### src/rtl/prog_timer_pkg.sv
// Shared encodings for the programmable timer: channel FSM states and channel modes.
package prog_timer_pkg;

    typedef enum logic {
        ST_IDLE = 1'b0,
        ST_RUN  = 1'b1
    } ch_state_e;

    localparam logic MODE_PERIODIC = 1'b0;
    localparam logic MODE_ONESHOT  = 1'b1;

endpackage

### src/rtl/prog_timer_ch.sv
// One timer channel: start/stop control, down-counter with reload, tick/busy/done flags.
//
// state   | meaning
// --------+--------------------------------------------------------------
// ST_IDLE | counter parked; prescaler ticks ignored
// ST_RUN  | counting down on each pre_tick; expiry at cnt==0 emits a tick
module prog_timer_ch
    import prog_timer_pkg::*;
#(
    parameter int Width = 16
) (
    input  logic             clk_i,
    input  logic             rst_i,
    input  logic             pre_tick_i,
    input  logic             start_i,
    input  logic             stop_i,
    input  logic             oneshot_i,
    input  logic [Width-1:0] kmax_i,
    output logic             tick_o,
    output logic             busy_o,
    output logic             done_o,
    output logic [Width-1:0] count_o
);

    ch_state_e        state_q, state_d;
    logic [Width-1:0] cnt_q, cnt_d;
    logic             mode_q, mode_d;
    logic             done_q, done_d;
    logic             tick_q, tick_d;

    // Priority: stop > start > expiry > decrement.
    always_comb begin
        state_d = state_q;
        cnt_d   = cnt_q;
        mode_d  = mode_q;
        done_d  = done_q;
        tick_d  = 1'b0;
        if (stop_i) begin
            state_d = ST_IDLE;
            cnt_d   = '0;
            done_d  = 1'b0;
        end else if (start_i) begin
            state_d = ST_RUN;
            cnt_d   = kmax_i;
            mode_d  = oneshot_i;
            done_d  = 1'b0;
        end else if (state_q == ST_RUN && pre_tick_i) begin
            if (cnt_q == '0) begin
                tick_d = 1'b1;
                if (mode_q == MODE_ONESHOT) begin
                    state_d = ST_IDLE;
                    done_d  = 1'b1;
                end else begin
                    // kmax is sampled live so a new value applies from the next reload.
                    cnt_d = kmax_i;
                end
            end else begin
                cnt_d = cnt_q - Width'(1);
            end
        end
    end

    always_ff @(posedge clk_i or posedge rst_i) begin
        if (rst_i) begin
            state_q <= ST_IDLE;
            cnt_q   <= '0;
            mode_q  <= MODE_PERIODIC;
            done_q  <= 1'b0;
            tick_q  <= 1'b0;
        end else begin
            state_q <= state_d;
            cnt_q   <= cnt_d;
            mode_q  <= mode_d;
            done_q  <= done_d;
            tick_q  <= tick_d;
        end
    end

    assign tick_o  = tick_q;
    assign busy_o  = (state_q == ST_RUN);
    assign done_o  = done_q;
    assign count_o = cnt_q;

endmodule

### src/rtl/prog_timer.sv
// Multi-channel programmable timer: shared free-running prescaler feeding NumCh
// independent periodic/one-shot down-counter channels.
module prog_timer
    import prog_timer_pkg::*;
#(
    parameter int Width    = 16,
    parameter int NumCh    = 2,
    parameter int PreWidth = 8
) (
    input  logic                   rst_i,
    input  logic                   clk_i,
    input  logic                   en_i,
    input  logic [PreWidth-1:0]    pre_i,
    input  logic [NumCh-1:0]       start_i,
    input  logic [NumCh-1:0]       stop_i,
    input  logic [NumCh-1:0]       oneshot_i,
    input  logic [NumCh*Width-1:0] kmax_i,
    output logic [NumCh-1:0]       tick_o,
    output logic [NumCh-1:0]       busy_o,
    output logic [NumCh-1:0]       done_o,
    output logic [NumCh*Width-1:0] count_o
);

    logic [PreWidth-1:0] pre_q, pre_d;
    logic                pre_tick;

    // The prescaler is not realigned on start; the first period may be short.
    assign pre_tick = en_i && (pre_q == '0);

    always_comb begin
        pre_d = pre_q;
        if (pre_tick) begin
            pre_d = pre_i;
        end else if (en_i) begin
            pre_d = pre_q - PreWidth'(1);
        end
    end

    always_ff @(posedge clk_i or posedge rst_i) begin
        if (rst_i) begin
            pre_q <= '0;
        end else begin
            pre_q <= pre_d;
        end
    end

    for (genvar c = 0; c < NumCh; c++) begin : g_ch
        prog_timer_ch #(
            .Width(Width)
        ) u_ch (
            .clk_i     (clk_i),
            .rst_i     (rst_i),
            .pre_tick_i(pre_tick),
            .start_i   (start_i[c]),
            .stop_i    (stop_i[c]),
            .oneshot_i (oneshot_i[c]),
            .kmax_i    (kmax_i[c*Width +: Width]),
            .tick_o    (tick_o[c]),
            .busy_o    (busy_o[c]),
            .done_o    (done_o[c]),
            .count_o   (count_o[c*Width +: Width])
        );
    end

endmodule
### config.mk
export PLATFORM = sky130hd
export DESIGN_NAME = prog_timer
export DESIGN_NICKNAME = d
export VERILOG_FILES = /design/src/rtl/prog_timer_pkg.sv /design/src/rtl/prog_timer_ch.sv /design/src/rtl/prog_timer.sv
export SDC_FILE = /design/constraint.sdc
export NUM_CORES = 1
export LEC_CHECK = 0
export ABC_AREA = 1
export BUFFER_PORTS_ARGS = -buffer_cell sky130_fd_sc_hd__buf_2
export CAP_MARGIN = 30
export CORE_ASPECT_RATIO = 1.25
export CORE_MARGIN = 1
export CORE_UTILIZATION = 35
export CTS_CLUSTER_DIAMETER = 30
export CTS_CLUSTER_SIZE = 20
export DETAILED_ROUTE_END_ITERATION = 7
export GPL_ROUTABILITY_DRIVEN = 0
export GPL_TIMING_DRIVEN = 0
export PLACE_DENSITY = 0.6
export SLEW_MARGIN = 20
export SYNTH_ARGS = -nofsm -noshare
export SYNTH_HDL_FRONTEND = slang
export SYNTH_HIERARCHICAL = 1
export SYNTH_SLANG_ARGS = --single-unit
### constraint.sdc
create_clock -name clk_i -period 2 [get_ports clk_i]
set_clock_uncertainty 0.2 [all_clocks]
set_input_delay 0.4 -clock clk_i [delete_from_list [all_inputs] [get_ports clk_i]]
set_output_delay 0.4 -clock clk_i [all_outputs]
set_load 0.1 [all_outputs]
==> results of run 1 <==
## cell usage in the layout, fill, tap and decap left out, types with 9 or more instances in the layout
cell type  instances
nor2_4             9
nor2_1            38
nand2_1          214
o21ai_2           14
dfrtp_2           30
nand3_1           36
buf_4             15
nor2_2            16
inv_1             46
dfrtp_1           16
nand2_2           28
buf_2             85
o21ai_1            9
## repair_timing
action,in CTS,in global routing
resized for setup,7,25
endpoints found under the setup margin,29,32
gates cloned,0,2
pin swaps,2,9
hold buffers,1,0
endpoints found under the hold margin,8,0
buffers inserted,3,11
## stage by stage
stage / area, sq um / hold WS, ns
final: 4732 / 0.1018
after global routing: 4732 / 0.1061
after CTS: 4479 / 0.08584
after detailed placement: 4268 / 0.2057
after global placement: 4268 / 0.2074
after floorplan: 3681 / 0.01566
## Yosys cell counts (all sizes together)
| master | count |
|---|---|
| nand3 | 40 |
| buf | 10 |
| dfrtp | 48 |
| o21ai | 27 |
| o211ai | 1 |
| nor2 | 63 |
| nand3b | 3 |
| a21boi | 2 |
| nor4 | 2 |
| mux2 | 2 |
| nand2 | 248 |
| ha | 5 |
| a21oi | 3 |
| clkinv | 1 |
| xor2 | 8 |
| inv | 57 |
| xnor2 | 6 |
| nand4 | 4 |
## state kept, by name, summed over array words and instances, names as in the netlist
name	cells
g_ch.u_ch/done_o	2
g_ch.u_ch/count_o	32
pre_q	8
g_ch.u_ch/busy_o	2
g_ch.u_ch/mode_q	2
g_ch.u_ch/tick_o	2
## routing by layer
layer	vias to the layer above	global-route usage, %	part of all wire (%)
li1	1859	-	-
met1	1629	20.58	41
met2	94	34.71	53
met3	18	3.084	4.0
met4	0	7.590	2.2
met5	-	0	0
## final cells by class
class / count / area share, %
multi-input combinational: 414 / 45.90
sequential: 48 / 26.34
timing repair buffer: 104 / 13.11
inverter: 58 / 4.865
tap: 129 / 3.411
clock buffer: 8 / 3.305
buffer: 10 / 3.067
## worst max-delay path: stages, from the launching register on
cell and delay [ns]:
dfrtp_1 0.40, inv_2 0.10, ha_4 0.15, nand2_2 0.08, nor2_4 0.10, nand3_4 0.09, clkinv_4 0.09, nand2_2 0.09
nand2_4 0.13, nand3_4 0.10, inv_4 0.10, clkbuf_16 0.14, nand2_1 0.04, nand2_1 0.05
## worst max path at each step
stage,from,end,depth (start not counted)
global route,pre_q[0],g_ch[0].u_ch/count_o[13],13
CTS,pre_q[1],g_ch[1].u_ch/count_o[3],13
floorplan,pre_q[0],g_ch[0].u_ch/count_o[9],12
finish,pre_q[0],g_ch[0].u_ch/count_o[3],13
detailed placement,pre_q[0],g_ch[1].u_ch/count_o[6],13
global placement,pre_q[0],g_ch[1].u_ch/count_o[0],13
## power breakdown
part           leakage [uW]  switching (uW)  internal, uW
Clock             0.0000772             376           534
Sequential         0.000577             266          1160
Combinational       0.00191            1700           734
Total               0.00257            2340          2430
## cells by family after synthesis
kind of cell    after synthesis  share of synthesized area, %
flops                        48                         33.04
fa+ha+maj                     5                         1.721
mux                           2                        0.6194
buf+inv                      68                         9.601
compound gates               33                         6.194
xor+xnor                     14                         3.372
simple gates                360                         45.46
==> results.sh, run 1 <==
export IMPL_drv_cap=0
export IMPL_die_area_sq_mm=0.01080
export IMPL_worst_slack_ns=0.05909
export IMPL_vias=3600
export IMPL_power_uw=4767
export IMPL_cts_tree="built"
export IMPL_cts_clk_slew_worst_paths_ns=0.07
export IMPL_maxSlewViolCount=0
export IMPL_synth_avg_cell_area_sq_um=6.860
export IMPL_diodes=0
export IMPL_initialDrtViolationCount=117
export IMPL_die_w_microns=93.17
export IMPL_yosysTopAreaCell="dfrtp_1"
export IMPL_grt_overflow_total=0
export IMPL_drt_wl_total_microns=9696
export IMPL_syn2layout_area_growth_pct=30.14
export IMPL_dp_cells=744
export IMPL_critPathLaunchType="register"
export IMPL_final_seq_area_sq_mm=0.001246
export IMPL_setup_viol_count_final=0
export IMPL_hold_path_end="g_ch[0].u_ch/tick_o"
export IMPL_port_buffers=85
export IMPL_r2r_slack_ns=0.06
export IMPL_period_share_pct=97.05
export IMPL_core_area_sq_mm=0.01011
export IMPL_fin_cells=771
export IMPL_dr_pass1_iters=4
export IMPL_io_pins=87
export IMPL_tns_ns=0
export IMPL_grt_max_degree=21
export IMPL_rsz0062_at_grt="true"
export IMPL_hp_start="stop_i[0]"
export IMPL_finalHoldViolations=0
export IMPL_cts_root_buf="clkbuf_16"
export IMPL_status="finished clean"
export IMPL_worst_pin_slew_ns=0.4985
export IMPL_yosysUniqueCellTypes=31
export IMPL_arrival_ns=1.97
export IMPL_dp_worst_setup_slack_ns=-0.1975
export IMPL_syn_inst=530
export IMPL_crit_path_end_kind="register"
export IMPL_regToRegStartpoint="pre_q[0]"
export IMPL_powerDensity_mw_per_mm2=1007
export IMPL_hold_class="input port to register"
export IMPL_reg2reg_to="g_ch[0].u_ch/count_o[3]"
export IMPL_clockBufferDepth=2
export IMPL_synth_top_area_share_pct=33.04
export IMPL_syn_num_nets=584
export IMPL_max_slew_margin_rel_pct=66.99
export IMPL_syn_area_sq_mm=0.003636
export IMPL_p_leak_uw=0.002566
export IMPL_start_util_pct=35.98
export IMPL_multi_input_area_sq_mm=0.002172
export IMPL_cts_htree_levels=2
export IMPL_hpwl_microns=7276
export IMPL_ys_warn_count=6
export IMPL_cts_inserted_buffers=5
export IMPL_die_h_microns=116.0
export IMPL_cp_required_ns=2.02
export IMPL_fin_crit_ns=1.941
export IMPL_wl_per_cell_microns=12.58
export IMPL_clk_insertion_delay_late_ns=0.29
export IMPL_setup_worst_path_class="register to register"
export IMPL_drive_gt1_share_pct=38.32
export IMPL_fillerInstances=1040
export IMPL_drc=0
export IMPL_grt_pass1_vias=3430
export IMPL_ant_nets=0
export IMPL_fp_row_count=41
export IMPL_viasPerCell=4.669
export IMPL_path_max_fanout=5
export IMPL_rr_worst_depth=13
export IMPL_grt_antenna_before_repair=0
export IMPL_final_nets=695
export IMPL_synthTopCellsByArea="dfrtp_1 33%, nand2_1 23%, inv_1 5.2%"
export IMPL_synth_seq_cells=48
export IMPL_track_usage_pct=18.51
export IMPL_ys_seq_area_share_pct=33.04
export IMPL_grt_pass1_wl_microns=15720
export IMPL_fmax_mhz=515.2
export IMPL_fin_util_pct=46.82
export IMPL_cts_sinks=48
export IMPL_ir_drop_mv=0.4357
export IMPL_whs_path_depth=2
Power figures use the tool's default switching activity.
==> run 2: changes to the inputs <==
Settings changed: CORE_UTILIZATION 35 to 40, PLACE_DENSITY 0.6 to 0.67.
==> results.sh, run 2 (synthesized netlist as in run 1, its figures left out) <==
export IMPL_period_share_pct=96.34
export IMPL_use_met2_pct=39.84
export IMPL_fp_row_count=38
export IMPL_grt_overflow_total=0
export IMPL_dp_worst_setup_slack_ns=-0.2008
export IMPL_worst_slack_ns=0.07321
export IMPL_drive_gt1_share_pct=37.34
export IMPL_wl_per_cell_microns=12.76
export IMPL_p_leak_uw=0.002513
export IMPL_ir_drop_mv=0.5553
export IMPL_fillerInstances=906
export IMPL_hold_class="input port to register"
export IMPL_diodes=0
export IMPL_hold_path_end="g_ch[1].u_ch/tick_o"
export IMPL_grt_pass1_wl_microns=15800
export IMPL_dp_cells=735
export IMPL_drc=0
export IMPL_grt_pass1_vias=3402
export IMPL_fin_crit_ns=1.927
export IMPL_clk_insertion_delay_late_ns=0.31
export IMPL_viasPerCell=4.772
export IMPL_final_nets=693
export IMPL_io_pins=87
export IMPL_fmax_mhz=519.0
export IMPL_track_usage_pct=21.46
export IMPL_cts_htree_levels=2
export IMPL_die_area_sq_mm=0.009478
export IMPL_r2r_slack_ns=0.07
export IMPL_rr_worst_depth=10
export IMPL_die_h_microns=108.6
export IMPL_die_w_microns=87.28
export IMPL_setup_worst_path_class="register to register"
export IMPL_cts_sinks=48
export IMPL_grt_max_degree=21
export IMPL_regToRegStartpoint="g_ch[1].u_ch/count_o[0]"
export IMPL_drt_wl_total_microns=9697
export IMPL_worst_pin_slew_ns=0.8205
export IMPL_clockBufferDepth=2
export IMPL_finalHoldViolations=0
export IMPL_final_cell_mix="215 x nand2_1, 85 x buf_2, 46 x inv_1, 41 x nor2_1, 36 x nand3_1"
export IMPL_maxSlewViolCount=0
export IMPL_crit_path_end_kind="register"
export IMPL_fin_cells=760
export IMPL_tns_ns=0
export IMPL_cts_root_buf="clkbuf_8"
export IMPL_max_slew_margin_rel_pct=45.24
export IMPL_start_util_pct=41.56
export IMPL_cts_tree="built"
export IMPL_hpwl_microns=7071
export IMPL_powerDensity_mw_per_mm2=977.9
export IMPL_reg2reg_to="g_ch[1].u_ch/count_o[5]"
export IMPL_grt_use_met1_pct=24.73
export IMPL_port_buffers=85
export IMPL_cp_required_ns=2.01
export IMPL_grt_antenna_before_repair=0
export IMPL_cts_clk_slew_worst_paths_ns=0.10
export IMPL_ant_nets=0
export IMPL_arrival_ns=1.94
export IMPL_cts_inserted_buffers=5
export IMPL_use_met3_pct=3.130
export IMPL_syn2layout_area_growth_pct=26.67
export IMPL_path_max_fanout=5
export IMPL_whs_path_depth=2
export IMPL_core_area_sq_mm=0.008748
export IMPL_status="finished clean"
export IMPL_critPathLaunchType="register"
export IMPL_initialDrtViolationCount=152
export IMPL_drv_cap=0
export IMPL_largest_reg_flops=32
export IMPL_setup_viol_count_final=0
export IMPL_hp_start="stop_i[1]"
export IMPL_gr_max_usage_layer="met2"
export IMPL_vias=3627
export IMPL_layout_commonest_cell="nand2_1"
export IMPL_dr_pass1_iters=5
run 2: how the worst max path moves through the flow:
stage                            start  slack (ns)                 endpoint  depth (start not counted)
2_1_floorplan                 pre_q[0]        0.01  g_ch[0].u_ch/count_o[9]                         12
5_1_grt                       pre_q[0]       -0.02  g_ch[1].u_ch/count_o[5]                         13
3_3_place_gp                  pre_q[0]       -0.16  g_ch[1].u_ch/count_o[0]                         13
4_1_cts                       pre_q[0]      0.0003  g_ch[1].u_ch/count_o[4]                         13
6_report       g_ch[1].u_ch/count_o[0]        0.07  g_ch[1].u_ch/count_o[5]                         10
3_5_place_dp                  pre_q[0]       -0.20  g_ch[0].u_ch/count_o[1]                         13
run 2: final cells by class:
| type | instances | area, sq um | area share (%) |
|---|---|---|---|
| Buffer | 9 | 130.1 | 2.825 |
| Tap cell | 120 | 150.1 | 3.260 |
| Sequential cell | 48 | 1246 | 27.06 |
| Clock buffer | 7 | 86.33 | 1.874 |
| Timing Repair Buffer | 103 | 600.6 | 13.04 |
| Clock inverter | 1 | 7.507 | 0.1630 |
| Inverter | 58 | 227.7 | 4.944 |
| Multi-Input combinational cell | 414 | 2157 | 46.84 |
run 2: per-stage QoR:
step / hold WS, ns / power, uW / utilization [%] / instance area [sq um]
global route: 0.05981 / 4827 / 52.65 / 4606
finish: 0.07190 / 4504 / 52.65 / 4606
CTS: 0.05823 / 4425 / 50.30 / 4400
floorplan: 0.01566 / 3269 / - / 3681
detailed placement: 0.2031 / 3718 / 48.66 / 4257
global placement: 0.2073 / 3680 / 48.66 / 4257
run 2: timing repair:
action                                 CTS  global route
setup buffers                            4            11
endpoints found under the hold margin    8             0
pin swaps                                2             9
gates resized for setup                  6            18
hold buffers                             1             0
setup endpoints to repair               32            32
gates cloned                             0             1
run 2: worst max-delay path: stages (launching register included):
cell       delay [ns]
dfrtp_4          0.50
inv_2            0.08
ha_2             0.18
nand2_1          0.06
nor2_2           0.10
nand4_1          0.20
nand3_4          0.19
inv_4            0.06
clkbuf_16        0.15
nand2_1          0.06
nand2_1          0.05
run 2: power breakdown:
group / switching (uW) / leakage [uW] / internal [uW]
clock network: 365 / 0.0000445 / 282
registers: 259 / 0.000577 / 1160
logic: 1700 / 0.00189 / 740
run 2: metal layers:
layer  wire length (microns)  vias up
li1                        -     1860
met1                    3986     1665
met2                    5119       90
met3                     396       12
met4                     195        0
met5                       0        -
